**config.mk**
```make
export PLATFORM = sky130hd
export DESIGN_NAME = uart_xcvr
export DESIGN_NICKNAME = d
export VERILOG_FILES = /design/src/rtl/uart_pkg.sv /design/src/rtl/uart_baud_tick.sv /design/src/rtl/uart_xcvr.sv
export SDC_FILE = /design/constraint.sdc
export NUM_CORES = 1
export LEC_CHECK = 0
export ABC_AREA = 1
export BUFFER_PORTS_ARGS = -buffer_cell sky130_fd_sc_hd__clkbuf_2
export CAP_MARGIN = 20
export CORE_MARGIN = 4
export CORE_UTILIZATION = 50
export CTS_CLUSTER_DIAMETER = 100
export DETAILED_ROUTE_END_ITERATION = 8
export PLACE_DENSITY_LB_ADDON = 0.05
export SLEW_MARGIN = 25
export SYNTH_ARGS = -nofsm -noshare
export SYNTH_HDL_FRONTEND = slang
export SYNTH_HIERARCHICAL = 1
export SYNTH_SLANG_ARGS = --single-unit
export TNS_END_PERCENT = 50
```
**constraint.sdc**
```tcl
create_clock -name clk -period 2.65 [get_ports clk]
set_input_delay 0.53 -clock clk [delete_from_list [all_inputs] [get_ports clk]]
set_output_delay 0.53 -clock clk [all_outputs]
set_load 0.02 [all_outputs]
```
**src/rtl/uart_pkg.sv**
```systemverilog
// Shared types and helpers for the UART transceiver.
package uart_pkg;

    typedef enum logic [1:0] {PAR_NONE, PAR_EVEN, PAR_ODD} parity_t;

    typedef enum logic [2:0] {TX_IDLE, TX_START, TX_DATA, TX_PARITY, TX_STOP} tx_state_t;

    typedef enum logic [2:0] {RX_IDLE, RX_START, RX_DATA, RX_PARITY, RX_STOP, RX_BREAK} rx_state_t;

    function automatic logic maj3(input logic a, input logic b, input logic c);
        return (a & b) | (a & c) | (b & c);
    endfunction

endpackage

```
**src/rtl/uart_baud_tick.sv**
```systemverilog
// Oversample tick generator: one-cycle tick every CLOCK/(BAUD*OVERSAMPLE) clocks.
// No backpressure; free-running once out of reset.
module uart_baud_tick #(
    parameter int CLOCK      = 50000000,
    parameter int BAUD       = 9600,
    parameter int OVERSAMPLE = 16
) (
    input  logic clk,
    input  logic rst,
    output logic tick
);
    localparam int DIV = CLOCK / (BAUD * OVERSAMPLE);
    localparam int CW  = (DIV > 1) ? $clog2(DIV) : 1;

    if (DIV < 1) begin : g_div_err
        $error("uart_baud_tick: CLOCK too low for BAUD*OVERSAMPLE");
    end

    logic [CW-1:0] cnt;

    assign tick = (cnt == CW'(DIV - 1));

    always_ff @(posedge clk) begin
        if (!rst) cnt <= '0;
        else      cnt <= tick ? '0 : cnt + 1'b1;
    end

endmodule

```
**src/rtl/uart_xcvr.sv**
```systemverilog
// Full-duplex UART: TX drives the line the cycle after a tx_valid/tx_ready accept,
// RX pulses rx_valid at the stop-bit vote (~2 clk synchroniser delay plus half a bit).
module uart_xcvr
    import uart_pkg::*;
#(
    parameter int CLOCK      = 50000000,
    parameter int BAUD       = 9600,
    parameter int DATA       = 8,
    parameter int PARITY     = 0,
    parameter int STOP       = 1,
    parameter int OVERSAMPLE = 16
) (
    input  logic            clk,
    input  logic            rst,
    input  logic [DATA-1:0] tx_data,
    input  logic            tx_valid,
    output logic            tx_ready,
    output logic            tx,
    input  logic            rx,
    output logic [DATA-1:0] rx_data,
    output logic            rx_valid,
    output logic            rx_parity_err,
    output logic            rx_frame_err
);
    localparam parity_t PMODE = (PARITY == 2) ? PAR_ODD : (PARITY == 1) ? PAR_EVEN : PAR_NONE;
    localparam int TW  = $clog2(STOP * OVERSAMPLE);
    localparam int RW  = $clog2(OVERSAMPLE);
    localparam int BW  = $clog2(DATA);
    localparam int MID = OVERSAMPLE / 2;

    if (DATA < 5 || DATA > 9 || OVERSAMPLE < 8 || (OVERSAMPLE % 2) != 0 || STOP < 1 || STOP > 2)
    begin : g_param_err
        $error("uart_xcvr: illegal DATA/OVERSAMPLE/STOP");
    end

    logic tick;

    uart_baud_tick #(.CLOCK(CLOCK), .BAUD(BAUD), .OVERSAMPLE(OVERSAMPLE)) u_tick (
        .clk  (clk),
        .rst  (rst),
        .tick (tick)
    );

    // ---------------- transmitter ----------------
    tx_state_t       tx_state;
    logic [TW-1:0]   tx_cnt;
    logic [BW-1:0]   tx_bits;
    logic [DATA-1:0] tx_sh;
    logic            tx_par;
    logic [TW-1:0]   tx_end;

    assign tx_ready = (tx_state == TX_IDLE) & rst;
    assign tx_end   = (tx_state == TX_STOP) ? TW'(STOP * OVERSAMPLE - 1) : TW'(OVERSAMPLE - 1);

    always_ff @(posedge clk) begin
        if (!rst) begin
            tx_state <= TX_IDLE;
            tx_cnt   <= '0;
            tx_bits  <= '0;
            tx_sh    <= '0;
            tx_par   <= 1'b0;
            tx       <= 1'b1;
        end else if (tx_state == TX_IDLE) begin
            if (tx_valid) begin
                tx_sh    <= tx_data;
                tx_par   <= (^tx_data) ^ (PMODE == PAR_ODD);
                tx_cnt   <= '0;
                tx_bits  <= '0;
                tx       <= 1'b0;
                tx_state <= TX_START;
            end
        end else if (tick) begin
            if (tx_cnt != tx_end) begin
                tx_cnt <= tx_cnt + 1'b1;
            end else begin
                tx_cnt <= '0;
                case (tx_state)
                    TX_START: begin
                        tx       <= tx_sh[0];
                        tx_sh    <= tx_sh >> 1;
                        tx_state <= TX_DATA;
                    end
                    TX_DATA: begin
                        if (tx_bits == BW'(DATA - 1)) begin
                            tx       <= (PMODE == PAR_NONE) ? 1'b1 : tx_par;
                            tx_state <= (PMODE == PAR_NONE) ? TX_STOP : TX_PARITY;
                        end else begin
                            tx      <= tx_sh[0];
                            tx_sh   <= tx_sh >> 1;
                            tx_bits <= tx_bits + 1'b1;
                        end
                    end
                    TX_PARITY: begin
                        tx       <= 1'b1;
                        tx_state <= TX_STOP;
                    end
                    default: tx_state <= TX_IDLE;
                endcase
            end
        end
    end

    // ---------------- receiver ----------------
    rx_state_t       rx_state;
    logic            rx_m, rx_s;
    logic [RW-1:0]   rx_cnt;
    logic [BW-1:0]   rx_bits;
    logic [1:0]      smp;
    logic [DATA-1:0] rx_sh;
    logic            pe_r;
    logic            vote;

    // smp holds the samples from ticks MID-1 and MID when the counter reaches MID+1
    assign vote = maj3(smp[1], smp[0], rx_s);

    always_ff @(posedge clk) begin
        if (!rst) begin
            rx_m          <= 1'b1;
            rx_s          <= 1'b1;
            rx_state      <= RX_IDLE;
            rx_cnt        <= '0;
            rx_bits       <= '0;
            smp           <= 2'b11;
            rx_sh         <= '0;
            pe_r          <= 1'b0;
            rx_valid      <= 1'b0;
            rx_data       <= '0;
            rx_parity_err <= 1'b0;
            rx_frame_err  <= 1'b0;
        end else begin
            rx_m     <= rx;
            rx_s     <= rx_m;
            rx_valid <= 1'b0;
            case (rx_state)
                RX_IDLE: if (!rx_s) begin
                    rx_state <= RX_START;
                    rx_cnt   <= '0;
                end
                RX_BREAK: if (rx_s) rx_state <= RX_IDLE;
                default: if (tick) begin
                    rx_cnt <= (rx_cnt == RW'(OVERSAMPLE - 1)) ? '0 : rx_cnt + 1'b1;
                    smp    <= {smp[0], rx_s};
                    if (rx_cnt == RW'(MID + 1)) begin
                        case (rx_state)
                            RX_START: begin
                                rx_state <= vote ? RX_IDLE : RX_DATA;
                                rx_bits  <= '0;
                            end
                            RX_DATA: begin
                                rx_sh   <= {vote, rx_sh[DATA-1:1]};
                                rx_bits <= rx_bits + 1'b1;
                                if (rx_bits == BW'(DATA - 1))
                                    rx_state <= (PMODE == PAR_NONE) ? RX_STOP : RX_PARITY;
                            end
                            RX_PARITY: begin
                                pe_r     <= vote ^ (^rx_sh) ^ (PMODE == PAR_ODD);
                                rx_state <= RX_STOP;
                            end
                            default: begin
                                rx_data       <= rx_sh;
                                rx_parity_err <= (PMODE != PAR_NONE) & pe_r;
                                rx_frame_err  <= ~vote;
                                rx_valid      <= 1'b1;
                                rx_state      <= vote ? RX_IDLE : RX_BREAK;
                            end
                        endcase
                    end
                end
            endcase
        end
    end

endmodule
```
-- Word-level counts from Yosys, hierarchy flattened
Cells that the tools add are included.
- register bits after elaboration: 60
- word-level logic and storage cells: 123
- output and inout port bits: 13
- bits of input ports: 12
- bitwise operators: 13
- reduce and logical (&&, ||, !) cells: 25
- eq/ne operators: 21
- add/subtract/negate cells: 5
- muxes and demuxes: 43
- operators with widths (operator ; number):
    $mux W3 ; 17
    $mux W8 ; 5
    $mux W4 ; 7
    $reduce_and A4 Y1 ; 5
    $pmux W3 S3 ; 2
    $pmux W8 S2 ; 1
    $reduce_and A5 Y1 ; 3
    $eq A3 B2 Y1 const B ; 4
    $pmux W3 S2 ; 2
    $ne A2 B2 Y1 const B ; 5
    $add A9 B1 Y9 const B ; 1
    $eq A3 B3 Y1 const B ; 3
    $eq A9 B9 Y1 const B ; 1
    $reduce_bool A3 Y1 ; 3
    $add A4 B1 Y4 const B ; 2
    $eq A4 B4 Y1 const B ; 2
    $pmux W4 S2 ; 1
    $reduce_bool A2 Y1 ; 4
    $not A1 Y1 ; 7
    $add A3 B1 Y3 const B ; 2
    $eq A3 B1 Y1 const B ; 2
    $logic_not A3 Y1 ; 2
    $mux W1 ; 6
    $ne A3 B3 Y1 const B ; 2
    12 further kinds ; 18

-- Logic depth before layout (Yosys ltp)
- depth after elaboration: 8
- gate-level depth with buffers: 13
- depth with buffers taken out: 12

-- Hierarchy
The synthesis kept the hierarchy.
- by module, submodules not included (module ; area each (sq um) ; cells an instance ; times used):
    uart_xcvr ; 2494.9 ; 353 ; 1
    uart_baud_tick ; 485.5 ; 67 ; 1

-- Worst setup path after synthesis
No wires, ideal clock.
- path type: flip-flop to flip-flop
- from: register u_tick.cnt[0]
- to: register rx_data[0]
- path buffers: 1
- slack: 1.020 ns
- cell stages (with the launch flop): 13
- arrival time: 1.514 ns
- data required time: 2.534 ns
- library setup time: 0.116 ns
- cells stage by stage: dfxtp_1 -> inv_1 -> ha_1 -> nand2_1 -> nor2_1 -> nand2_2 -> inv_1 -> inv_1 -> nor2_1 -> nand3_1 -> buf_4 -> o21ai_0 -> nor2_1
- cells in the longest elaborated chain, start to end: 2
- ends and longest elaborated chain (element ; RTL line ; RTL):
    start, declared ; uart_baud_tick.sv:19 ; logic [CW-1:0] cnt;
    start signal, assigned ; uart_baud_tick.sv:25 ; else cnt <= tick ? '0 : cnt + 1'b1;
    $eq A9 B9 Y1 ; uart_baud_tick.sv:21 ; assign tick = (cnt == CW'(DIV - 1));
    net tick ; uart_xcvr.sv:36 ; logic tick;
    $reduce_and A4 Y1 (no source line) ; - ;
    end signal, assigned ; uart_xcvr.sv:160 ; rx_data <= rx_sh;
    end, declared ; uart_xcvr.sv:20 ; output logic [DATA-1:0] rx_data,
The timed path passes the listed nets, and every way through them passes these cells.
A chain may end at the register's enable or synchronous reset.

-- Final worst setup path
- from: register u_tick.cnt[0]
- to: register rx_data[2]
Same word-level chain as after synthesis.

==> results.yml <==
status:
  outcome: "finished, final reports clean"
floorplanning:
  placement_rows: 27
  die_w_um: 85.2
  core_region_area_sq_um: 5640
  die_h_um: 85.2
  start_util_pct: 52.8
  boundaryPins: 25
  die_area_sq_um: 7260
power_and_ir_drop:
  total_leakage_power_nw: 1.47
  p_clk_share_pct: 30.8
  p_sw_share_pct: 36.4
  vdd.ir_drop.worst_mv: 0.722
  power_per_cell_area_nw_per_um2: 890
  p_comb_share_pct: 32.4
  power.net_switching_w: 0.00109
  p_seq_share_pct: 36.7
  internal_power_w: 0.00190
yosys:
  yosys.cell_count.top_type: "sky130_fd_sc_hd__nand2_1"
  ys_top_cells_by_area: "sky130_fd_sc_hd__dfxtp_1, sky130_fd_sc_hd__nand2_1, sky130_fd_sc_hd__nor2_1"
  netlist.area_leader.share_pct: 40.3
  synth.largest_area_cell: "sky130_fd_sc_hd__dfxtp_1"
  netlist-cell-type-count: 36
  ys_seq_elements: 60
  avgSynthCellArea_sq_um: 7.10
  mappedNetlistNets: 441
  post_synth_inst_count: 420
  synth_sequential_area_ratio_pct: 40.3
  yosysWarningCount: 6
  syn-cell-area_sq_um: 2980
  synth_enable_flop_cells: 0
  asyncSetResetFlopFracSynth_pct: 0
  dominant_register_cell_in_the_synthesized_netlist: "sky130_fd_sc_hd__dfxtp_1"
  ys_top_cells_by_count: "sky130_fd_sc_hd__nand2_1, sky130_fd_sc_hd__nor2_1, sky130_fd_sc_hd__dfxtp_1"
setup_path:
  critical-path-top-delay-family: "simple AND/OR/NAND/NOR gates"
  crit-reg2reg-capture: "rx_data[2]$_SDFFE_PN0P_"
  cp.required_ns: 2.93
  path_max_fanout: 12
  cp-start-kind: "flip-flop"
  worst_path_max_delay_cell: "sky130_fd_sc_hd__dfxtp_1"
  timing.critical_path.arrival_ns: 2.34
  timing.critical_path.cells: "inv_1 -> ha_1 -> nand2_1 -> nor2_1 -> nand2_2 -> inv_1 -> inv_1 -> nor2_1 -> nand3_1 -> inv_1 -> nor2_1 -> nor2_1"
  worstSetupPathDepth: 12
  timing.critical_path.to_type: "flip-flop"
  path_class: "flip-flop to flip-flop"
  reg2reg_setup_slack_ns: 0.59
  reg2reg_depth: 12
  buf_inv_stages_crit_path: 4
  cp_slowest_stage_delay_ns: 0.34
  crit-reg2reg-launch: "u_tick/cnt[0]$_SDFF_PP0_"
finish:
  final_util_pct: 59.4
  multi_input_area_sq_um: 1500
  area_overhead_of_the_layout_relative_to_synthesis_pct: 12.5
  nFillCells: 532
  num_antenna_cells: 0
  layout-drive-gt1-share_pct: 18.6
  seq_area_sq_um: 1200
  final_nets: 467
global_route:
  gr-total-overflow: 0
  grt_start_max_net_pins: 40
  antenna_found_initial: 0
  grt_first_pass_wirelength_um: 9850
  grt_resource_usage_total_pct: 16.6
  number_of_global_route_vias_before_repair: 2259
clock_tree:
  cts_root_buf: "sky130_fd_sc_hd__clkbuf_8"
  cts.htree.levels: 3
  postCtsResizedCells: 0
  tritoncts.num_buffers: 9
  cts.clk_slew.worst_paths_ns: 0.07
  clk_latency_ns: 0.34
  cts-root-to-sink-buffers: 2
  cts_hold_repair.buffers: 0
  cts_tree: "yes"
  cts_sinks: 60
  postCtsSetupRepairBufs: 0
sta:
  largest_clock_skew_in_the_final_design_ns: 0.00951
  hold_violations: 0
  tns_ns: 0
  rsz0062_at_grt: "false"
  setup_viol_count_final: 0
  timing.max_slew.rel_slack_pct: 60.1
  worst-slew-pin-transition_ns: 0.593
  max_freq_mhz: 486
  slew_violations: 0
  finalCriticalPeriod_ns: 2.06
  final.period_utilization_pct: 77.6
placed_design:
  detailed_place_hpwl_um: 3890
  gpl.final_weighted_congestion: 0.808
  numPortBuffers: 23
worst_hold_path:
  timing.hold.worst_path_depth: 2
  min_to: "rx_m$_SDFF_PN1_"
  hold_path_startpoint: "rx"
  hp-class: "primary input to flip-flop"
detailed_routing:
  detailedRoute.firstIterationViolations: 130
  detailroute.via_count: 2519
  drt-total-wl_um: 5530
  route.antenna.remaining_nets: 0
  viasPerCell: 4.82
  routedWlPerCell_um: 10.6
  drc: 0
  dr.pass1.iters: 4
flow_run:
  cap_violations: 0
layout by cell type (no fill, tap or decap), types with 2 or more instances in the layout:
cell type | synthesis | layout
sky130_fd_sc_hd__nand3_1 | 24 | 24
sky130_fd_sc_hd__inv_1 | 43 | 43
sky130_fd_sc_hd__nand2_1 | 88 | 88
sky130_fd_sc_hd__nor2_2 | 9 | 9
sky130_fd_sc_hd__a21oi_1 | 11 | 11
sky130_fd_sc_hd__ha_1 | 9 | 9
sky130_fd_sc_hd__o21ai_0 | 29 | 29
sky130_fd_sc_hd__inv_2 | 5 | 5
sky130_fd_sc_hd__o21ai_1 | 8 | 8
sky130_fd_sc_hd__a21oi_2 | 7 | 7
sky130_fd_sc_hd__bufinv_16 | 0 | 2
sky130_fd_sc_hd__nand4_1 | 4 | 4
sky130_fd_sc_hd__clkbuf_8 | 0 | 10
sky130_fd_sc_hd__nor2_1 | 81 | 81
sky130_fd_sc_hd__nand2_4 | 5 | 5
sky130_fd_sc_hd__nor2_4 | 3 | 3
sky130_fd_sc_hd__clkinv_4 | 0 | 2
sky130_fd_sc_hd__buf_4 | 2 | 3
sky130_fd_sc_hd__clkbuf_2 | 0 | 23
sky130_fd_sc_hd__or2_2 | 2 | 2
sky130_fd_sc_hd__dfxtp_1 | 60 | 60
sky130_fd_sc_hd__nand2_2 | 7 | 7
logic make-up (layout without fill, tap and decap cells):
| group | Yosys count | in the layout | share of synthesized area (%) |
|---|---|---|---|
| buffers and inverters | 61 | 92 | 9.28 |
| flip-flops | 60 | 60 | 40.3 |
| XOR/XNOR | 2 | 2 | 0.588 |
| AO/OA/AOI/OAI | 60 | 60 | 11.6 |
| AND/OR/NAND/NOR | 227 | 227 | 34.3 |
| other | 1 | 1 | 0.126 |
| adder cells (fa/ha/maj) | 9 | 9 | 3.78 |
power groups by stage:
| stage | combinational (W) | sequential [W] | clock, W |
|---|---|---|---|
| final | 0.000968 | 0.00110 | 0.000920 |
| after global routing | 0.00114 | 0.00111 | 0.000990 |
| after CTS | 0.000977 | 0.00110 | 0.000949 |
| after detailed placement | 0.000973 | 0.00112 | 0 |
| after global placement | 0.000957 | 0.00112 | 0 |
| after floorplan | 0.000864 | 0.00111 | 0 |
registers in the layout (all words and copies together), names as in the netlist:
signal	count
rx_data	8
rx_cnt	4
rx_sh	8
tx_bits	3
tx_state	3
rx_bits	3
smp	2
rx_s	1
rx_state	3
rx_frame_err	1
u_tick/cnt	9
rx_valid	1
tx_cnt	4
tx_sh	8
tx	1
rx_m	1
final cells by class:
type                       instances  share of cell area [%]
sequential                        60                    35.8
timing repair buffer              26                    4.10
clock buffer                      11                    4.22
tap                               72                    2.69
multi-input combinational        299                    44.8
inverter                          50                    5.82
clock inverter                     5                    2.54
through the flow:
stage	area [sq um]	hold slack [ns]	instances	worst slack [ns]	power [W]
final	3350	0.380	523	0.593	0.00299
after floorplan	2980	0.393	420	1.02	0.00197
after CTS	3350	0.358	523	0.576	0.00302
after global placement	3130	0.396	507	0.644	0.00207
after detailed placement	3130	0.407	507	0.594	0.00209
after global routing	3350	0.385	523	0.267	0.00324
metal layers:
metal / part of all wire (%) / track usage, % / up-vias
li1: - / - / 1369
met1: 50 / 21.6 / 1106
met2: 44 / 25.7 / 33
met3: 4.3 / 5.05 / 11
met4: 1.7 / 6.47 / 0
met5: 0 / 0 / -
worst max path at each step:
stage / startpoint / endpoint
4_1_cts: u_tick/cnt[0]$_SDFF_PP0_ / rx_data[0]$_SDFFE_PN0P_
5_1_grt: u_tick/cnt[0]$_SDFF_PP0_ / rx_data[2]$_SDFFE_PN0P_
3_3_place_gp: u_tick/cnt[0]$_SDFF_PP0_ / rx_data[5]$_SDFFE_PN0P_
6_report: u_tick/cnt[0]$_SDFF_PP0_ / rx_data[2]$_SDFFE_PN0P_
2_1_floorplan: u_tick/cnt[0]$_SDFF_PP0_ / rx_data[0]$_SDFFE_PN0P_
3_5_place_dp: u_tick/cnt[0]$_SDFF_PP0_ / rx_data[6]$_SDFFE_PN0P_
worst register-to-register path: stages (launching register included):
cell and delay (ns):
sky130_fd_sc_hd__dfxtp_1 0.34, sky130_fd_sc_hd__inv_1 0.10, sky130_fd_sc_hd__ha_1 0.15, sky130_fd_sc_hd__nand2_1 0.05, sky130_fd_sc_hd__nor2_1 0.12, sky130_fd_sc_hd__nand2_2 0.09
sky130_fd_sc_hd__inv_1 0.15, sky130_fd_sc_hd__inv_1 0.06, sky130_fd_sc_hd__nor2_1 0.14, sky130_fd_sc_hd__nand3_1 0.32, sky130_fd_sc_hd__inv_1 0.33, sky130_fd_sc_hd__nor2_1 0.07
sky130_fd_sc_hd__nor2_1 0.10
Note: power is estimated with default switching activity, not from simulation.
